==> src/rtl/gpio_frame_ctrl.sv <==
// Host command decoder and frame-buffer controller bridging gpi0/gpo0 to pixel RAM and conv core.
// Optional FRAME_CTRL_CMD_COUNT_EN adds an accepted-command counter reported by IS_FRAME_READY.
module gpio_frame_ctrl #(
  parameter int unsigned NB_GPIOS     = 32,
  parameter int unsigned NB_COM       = 7,
  parameter int unsigned NB_DATA      = 24,
  parameter int unsigned RAM_WIDTH    = 8,
  parameter int unsigned RAM_DEPTH    = 128,
  parameter int unsigned IMAGE_WIDTH  = 10,
  parameter int unsigned IMAGE_HEIGHT = 10,
  localparam int unsigned NB_ADDR     = $clog2(RAM_DEPTH)
) (
  input  logic                 clock,
  input  logic                 reset,
  input  logic [NB_GPIOS-1:0]  gpi0,
  output logic [NB_GPIOS-1:0]  gpo0,
  output logic                 wr_en,
  output logic [NB_ADDR-1:0]   wr_addr,
  output logic [RAM_WIDTH-1:0] wr_data,
  output logic [NB_ADDR-1:0]   rd_addr,
  input  logic [RAM_WIDTH-1:0] rd_data,
  output logic [1:0]           kernel_sel,
  output logic                 conv_start,
  input  logic                 conv_done
);

  localparam int unsigned FRAME_SIZE = IMAGE_WIDTH * IMAGE_HEIGHT;
  localparam int unsigned WIN_W      = NB_GPIOS - RAM_WIDTH;

  localparam logic [NB_COM-1:0] CmdKernelSel   = NB_COM'(0);
  localparam logic [NB_COM-1:0] CmdLoadFrame   = NB_COM'(1);
  localparam logic [NB_COM-1:0] CmdEndFrame    = NB_COM'(2);
  localparam logic [NB_COM-1:0] CmdIsFrameRdy  = NB_COM'(3);
  localparam logic [NB_COM-1:0] CmdGetFrame    = NB_COM'(4);
  localparam logic [NB_ADDR-1:0] LastAddr      = NB_ADDR'(FRAME_SIZE - 1);

  typedef enum logic [1:0] {StIdle, StExec, StRdWait, StRdLatch} state_e;

  state_e state_q, state_d;

  logic [NB_GPIOS-1:0]  gpi_q;
  logic                 strobe_prev_q;
  logic [NB_GPIOS-1:0]  gpo_q, gpo_d;
  logic                 wr_en_q, wr_en_d;
  logic [NB_ADDR-1:0]   wr_addr_q, wr_addr_d;
  logic [RAM_WIDTH-1:0] wr_data_q, wr_data_d;
  logic [NB_ADDR-1:0]   rd_addr_q, rd_addr_d;
  logic [1:0]           ksel_q, ksel_d;
  logic                 conv_start_q, conv_start_d;
  logic                 start_pend_q, start_pend_d;
  logic [NB_ADDR-1:0]   wptr_q, wptr_d;
  logic [NB_ADDR-1:0]   rptr_q, rptr_d;
  logic [WIN_W-1:0]     win_q, win_d;
  logic                 ready_q, ready_d;
  logic                 overrun_q, overrun_d;
  logic                 get_q, get_d;

  logic                 cmd_edge;
  logic                 accept;
  logic [NB_COM-1:0]    cmd;
  logic [NB_DATA-1:0]   data;
  logic                 unused_data;

  assign cmd         = gpi_q[NB_GPIOS-2 -: NB_COM];
  assign data        = gpi_q[NB_DATA-1:0];
  assign cmd_edge    = gpi_q[NB_GPIOS-1] & ~strobe_prev_q;
  assign accept      = cmd_edge && (state_q == StIdle);
  assign unused_data = ^data[NB_DATA-1:RAM_WIDTH];

`ifdef FRAME_CTRL_CMD_COUNT_EN
  logic [15:0] cmd_cnt_q, cmd_cnt_d;

  always_comb begin
    cmd_cnt_d = cmd_cnt_q;
    if (accept) cmd_cnt_d = cmd_cnt_q + 16'd1;
  end

  always_ff @(posedge clock) begin
    if (reset) cmd_cnt_q <= '0;
    else       cmd_cnt_q <= cmd_cnt_d;
  end
`endif

  // State register
  always_ff @(posedge clock) begin
    if (reset) state_q <= StIdle;
    else       state_q <= state_d;
  end

  // Next-state logic
  always_comb begin
    state_d = state_q;
    unique case (state_q)
      StIdle:    if (cmd_edge) state_d = StExec;
      StExec:    state_d = get_q ? StRdWait : StIdle;
      StRdWait:  state_d = StRdLatch;
      StRdLatch: state_d = StIdle;
      default:   state_d = StIdle;
    endcase
  end

  // Output and datapath next-state logic
  always_comb begin
    gpo_d        = gpo_q;
    wr_en_d      = 1'b0;
    wr_addr_d    = wr_addr_q;
    wr_data_d    = wr_data_q;
    rd_addr_d    = rd_addr_q;
    ksel_d       = ksel_q;
    conv_start_d = 1'b0;
    start_pend_d = start_pend_q;
    wptr_d       = wptr_q;
    rptr_d       = rptr_q;
    win_d        = win_q;
    overrun_d    = overrun_q;
    get_d        = get_q;

    if (cmd_edge && (state_q != StIdle)) overrun_d = 1'b1;

    if (accept) begin
      get_d = (cmd == CmdGetFrame);
      case (cmd)
        CmdKernelSel: begin
          ksel_d = data[1:0];
          gpo_d  = NB_GPIOS'(data[1:0]);
        end
        CmdLoadFrame: begin
          wr_en_d   = 1'b1;
          wr_addr_d = wptr_q;
          wr_data_d = data[RAM_WIDTH-1:0];
          gpo_d     = NB_GPIOS'(data[RAM_WIDTH-1:0]);
          if (wptr_q == LastAddr) begin
            wptr_d       = '0;
            start_pend_d = 1'b1;
          end else begin
            wptr_d = wptr_q + NB_ADDR'(1);
          end
        end
        CmdEndFrame: begin
          wptr_d       = '0;
          rptr_d       = '0;
          start_pend_d = 1'b1;
          gpo_d        = '0;
        end
        CmdIsFrameRdy: begin
`ifdef FRAME_CTRL_CMD_COUNT_EN
          gpo_d = NB_GPIOS'({cmd_cnt_q, 6'b0, overrun_q, ready_q});
`else
          gpo_d = NB_GPIOS'({overrun_q, ready_q});
`endif
          overrun_d = 1'b0;
        end
        CmdGetFrame: begin
          rd_addr_d = rptr_q;
          rptr_d    = (rptr_q == LastAddr) ? '0 : rptr_q + NB_ADDR'(1);
        end
        default: gpo_d = NB_GPIOS'({1'b1, cmd, 24'hBAD0AD});
      endcase
    end

    if (state_q == StExec) begin
      conv_start_d = start_pend_q;
      start_pend_d = 1'b0;
    end

    // rd_data is valid here, one cycle after rd_addr was presented
    if (state_q == StRdWait) begin
      win_d = {win_q[WIN_W-RAM_WIDTH-1:0], rd_data};
      gpo_d = {win_q, rd_data};
    end

    ready_d = ready_q;
    if (conv_start_d)   ready_d = 1'b0;
    else if (conv_done) ready_d = 1'b1;
  end

  always_ff @(posedge clock) begin
    if (reset) begin
      gpi_q         <= '0;
      strobe_prev_q <= 1'b0;
      gpo_q         <= '0;
      wr_en_q       <= 1'b0;
      wr_addr_q     <= '0;
      wr_data_q     <= '0;
      rd_addr_q     <= '0;
      ksel_q        <= '0;
      conv_start_q  <= 1'b0;
      start_pend_q  <= 1'b0;
      wptr_q        <= '0;
      rptr_q        <= '0;
      win_q         <= '0;
      ready_q       <= 1'b0;
      overrun_q     <= 1'b0;
      get_q         <= 1'b0;
    end else begin
      gpi_q         <= gpi0;
      strobe_prev_q <= gpi_q[NB_GPIOS-1];
      gpo_q         <= gpo_d;
      wr_en_q       <= wr_en_d;
      wr_addr_q     <= wr_addr_d;
      wr_data_q     <= wr_data_d;
      rd_addr_q     <= rd_addr_d;
      ksel_q        <= ksel_d;
      conv_start_q  <= conv_start_d;
      start_pend_q  <= start_pend_d;
      wptr_q        <= wptr_d;
      rptr_q        <= rptr_d;
      win_q         <= win_d;
      ready_q       <= ready_d;
      overrun_q     <= overrun_d;
      get_q         <= get_d;
    end
  end

  assign gpo0       = gpo_q;
  assign wr_en      = wr_en_q;
  assign wr_addr    = wr_addr_q;
  assign wr_data    = wr_data_q;
  assign rd_addr    = rd_addr_q;
  assign kernel_sel = ksel_q;
  assign conv_start = conv_start_q;

endmodule
==> config.mk <==
export PLATFORM = sky130hd
export DESIGN_NAME = gpio_frame_ctrl
export DESIGN_NICKNAME = d
export VERILOG_FILES = /design/src/rtl/gpio_frame_ctrl.sv
export SDC_FILE = /design/constraint.sdc
export NUM_CORES = 1
export LEC_CHECK = 0
export BUFFER_PORTS_ARGS = -buffer_cell sky130_fd_sc_hd__clkbuf_2
export CAP_MARGIN = 5
export CORE_MARGIN = 1.5
export CORE_UTILIZATION = 25
export DETAILED_ROUTE_END_ITERATION = 8
export SLEW_MARGIN = 20
export SYNTH_ARGS = -nofsm -noshare
export SYNTH_HDL_FRONTEND = slang
export SYNTH_SLANG_ARGS = --single-unit
==> constraint.sdc <==
create_clock -name clock -period 2.3 [get_ports clock]
set_input_delay 0.115 -clock clock [delete_from_list [all_inputs] [get_ports clock]]
set_output_delay 0.115 -clock clock [all_outputs]
set_load 0.05 [all_outputs]
==> results.sh <==
export IMPL_skew_ns=0.00641
export IMPL_synth_edf_count=0
export IMPL_antenna_cells=0
export IMPL_synth_area_leaders="dfxtp_1 (53%), nand2_1 (8.6%), a21oi_1 (8.1%)"
export IMPL_cts_buffer_depth=2
export IMPL_min_to="win_q[3]"
export IMPL_worstMarginPinSlew_ns=0.656
export IMPL_hold_depth=3
export IMPL_root_buffer="clkbuf_16"
export IMPL_place_gp_congestion=0.822
export IMPL_finalHoldViolations=0
export IMPL_path_class="register to register"
export IMPL_worst_ep_arrival_time_ns=2.51
export IMPL_nets=672
export IMPL_totalWireLength_um=12200
export IMPL_synth_seq_cells=119
export IMPL_yosysWarnings=0
export IMPL_relSlewSlack=0.563
export IMPL_worst_setup_path_end_kind="register"
export IMPL_setup_viol=0
export IMPL_num_fill_cells=1851
export IMPL_grt_max_degree=66
export IMPL_synth_avg_cell_area_um2=8.67
export IMPL_postSynth_asyncResetShare=0
export IMPL_die_y_um=137
export IMPL_slew_viol_final=0
export IMPL_min_from="rd_data[3]"
export IMPL_period_share=0.941
export IMPL_status="finished, final reports clean"
export IMPL_grt_overflow=0
export IMPL_final_layout_size_suffix_gt1_frac=0.234
export IMPL_period_minus_slack_ns=2.16
export IMPL_htree_levels=4
export IMPL_cellPowerDensity_mw_per_mm2=854
export IMPL_ios=101
export IMPL_track_usage=0.134
export IMPL_cts_sinks=119
export IMPL_cts_tree="yes"
export IMPL_cp_max_fo=5
export IMPL_drt_pre_antenna_iters=4
export IMPL_syn_to_final_growth_pct=35.1
export IMPL_fp_row_count=48
export IMPL_maxCapViolations=0
export IMPL_postCtsSetupBuffers=0
export IMPL_yosysTopAreaCell="dfxtp_1"
export IMPL_grt_pass1_wl_um=19300
export IMPL_reg2reg_from="gpi_q[27]"
export IMPL_multiInputGateArea_mm2=0.00197
export IMPL_cts_buffers=17
export IMPL_power_leakage_nw=2.30
export IMPL_viasPerCell=4.65
export IMPL_core_area_mm2=0.0174
export IMPL_worstHoldPathType="input pin to register"
export IMPL_io_buffers=84
export IMPL_postSynthNetCount=563
export IMPL_fmax_ghz=0.462
export IMPL_clkSlewWorstSetupHoldPaths_ns=0.05
export IMPL_synth_common_cells="dfxtp_1 (119), nand2_1 (103), a21oi_1 (73)"
export IMPL_drtIter0Drc=330
export IMPL_utilization=0.348
export IMPL_initial_core_util=0.258
export IMPL_vdd_drop_max_mv=0.377
export IMPL_critPathRequiredTime_ns=2.64
export IMPL_die_area_mm2=0.0188
export IMPL_yosysMostFrequentCell="dfxtp_1"
export IMPL_grt_pass1_vias=3775
export IMPL_startpoint_type="register"
export IMPL_ant_nets=0
export IMPL_wl_per_cell_um=14.1
export IMPL_syn_inst=518
export IMPL_rrSetupSlack_ns=0.14
export IMPL_netlist_area_mm2=0.00449
export IMPL_die_x_um=137
export IMPL_detailroute_via_count=4025
export IMPL_hpwl_um=8380
export IMPL_ff2ff_path_depth=4
export IMPL_insertion_delay_ns=0.41
export IMPL_regArea_mm2=0.00238
export IMPL_seq_area_frac_synth=0.530
export IMPL_synth_cell_types=50
export IMPL_antenna_found_initial=0
export IMPL_yosys_area_top_type_share=0.530
export IMPL_rsz0062_at_grt="no"
export IMPL_fin_tns_setup_ns=0
export IMPL_post_route_drc_count=0
export IMPL_regToRegEndpoint="wptr_q[4]"
export IMPL_dominantRegCellSynth="dfxtp_1"
power breakdown:
group          internal (mW)  leakage, nW  switching (mW)
sequential              2.11        0.966          0.0390
clock                   1.75        0.299           0.935
combinational          0.127         1.04           0.226
total                   3.99         2.30            1.20
kinds of logic (layout without fill, tap and decap cells):
kind of cell    Yosys count  in the layout  share of synthesized area
simple gates            224            224                      0.246
flops                   119            119                      0.530
xor+xnor                  3              3                    0.00585
fa+ha+maj                 2              2                    0.00557
buf+inv                  39            161                     0.0331
mux                       2              2                    0.00446
compound gates          129            129                      0.174
cell type report:
| cell class | instances | share of cell area |
|---|---|---|
| sequential | 119 | 0.393 |
| timing repair buffer | 126 | 0.135 |
| multi-input combinational | 360 | 0.325 |
| tap | 225 | 0.0464 |
| clock inverter | 13 | 0.0252 |
| inverter | 3 | 0.00186 |
| clock buffer | 19 | 0.0746 |
layout by cell type (no fill, tap or decap), drive strengths merged, types with 5 or more instances in the layout:
cell / n
a21oi: 73
dlygate4sd3: 22
or3: 5
nor2: 12
nor3: 12
nand3: 39
clkinv: 7
dfxtp: 119
o41ai: 5
nand2: 103
nor2b: 21
and3: 7
buf: 21
a22oi: 8
clkbuf: 102
nand2b: 7
a31oi: 13
o21ai: 7
per-stage QoR:
stage / setup slack (ns) / hold slack [ns] / std cells / power (mW) / cell area, µm²
4_1_cts: 0.122 / 0.0196 / 865 / 5.24 / 6070
5_1_grt: 0.0642 / 0.0340 / 865 / 5.38 / 6070
2_1_floorplan: 0.222 / 0.243 / 518 / 2.40 / 4490
3_3_place_gp: 0.159 / 0.328 / 811 / 2.51 / 5240
3_5_place_dp: 0.135 / 0.331 / 811 / 2.51 / 5240
6_report: 0.135 / 0.0176 / 865 / 5.18 / 6070
worst max-delay path by stage:
stage                     slack (ns)  depth (start not counted)        end  startpoint
after CTS                       0.12                          4  wptr_q[5]   gpi_q[27]
after global placement          0.16                          4  wptr_q[5]   gpi_q[27]
final                           0.14                          4  wptr_q[4]   gpi_q[27]
after detailed placement        0.13                          4  wptr_q[4]   gpi_q[27]
after global routing            0.06                          4  wptr_q[2]   gpi_q[27]
after floorplan                 0.22                          6  wptr_q[5]   gpi_q[27]
state kept, by name (all words and copies together), names as in the netlist, named ones only:
signal         cells
conv_start         1
get_q              1
gpi_q             16
gpo0              32
kernel_sel         2
overrun_q          1
rd_addr            7
ready_q            1
rptr_q             7
start_pend_q       1
state_q            1
strobe_prev_q      1
win_q             24
wptr_q             7
wr_addr            7
wr_data            8
wr_en              1
metal layers:
metal	GRT usage	up-vias	routed length, µm
li1	-	2062	-
met1	0.176	1867	5980
met2	0.205	86	5470
met3	0.0430	10	616
met4	0.0462	0	124
met5	0	-	0
critical path, stage by stage (launching register included):
cell       delay (ns)
dfxtp_1          0.31
or4_1            0.60
or4_1            0.64
or3_4            0.41
o2bb2ai_1        0.13
timing repair:
action,in CTS,in global routing
hold buffers,22,0
endpoints found under the hold margin,23,0
gates resized for setup,0,0
No activity file was read; power rests on OpenSTA's default activity.
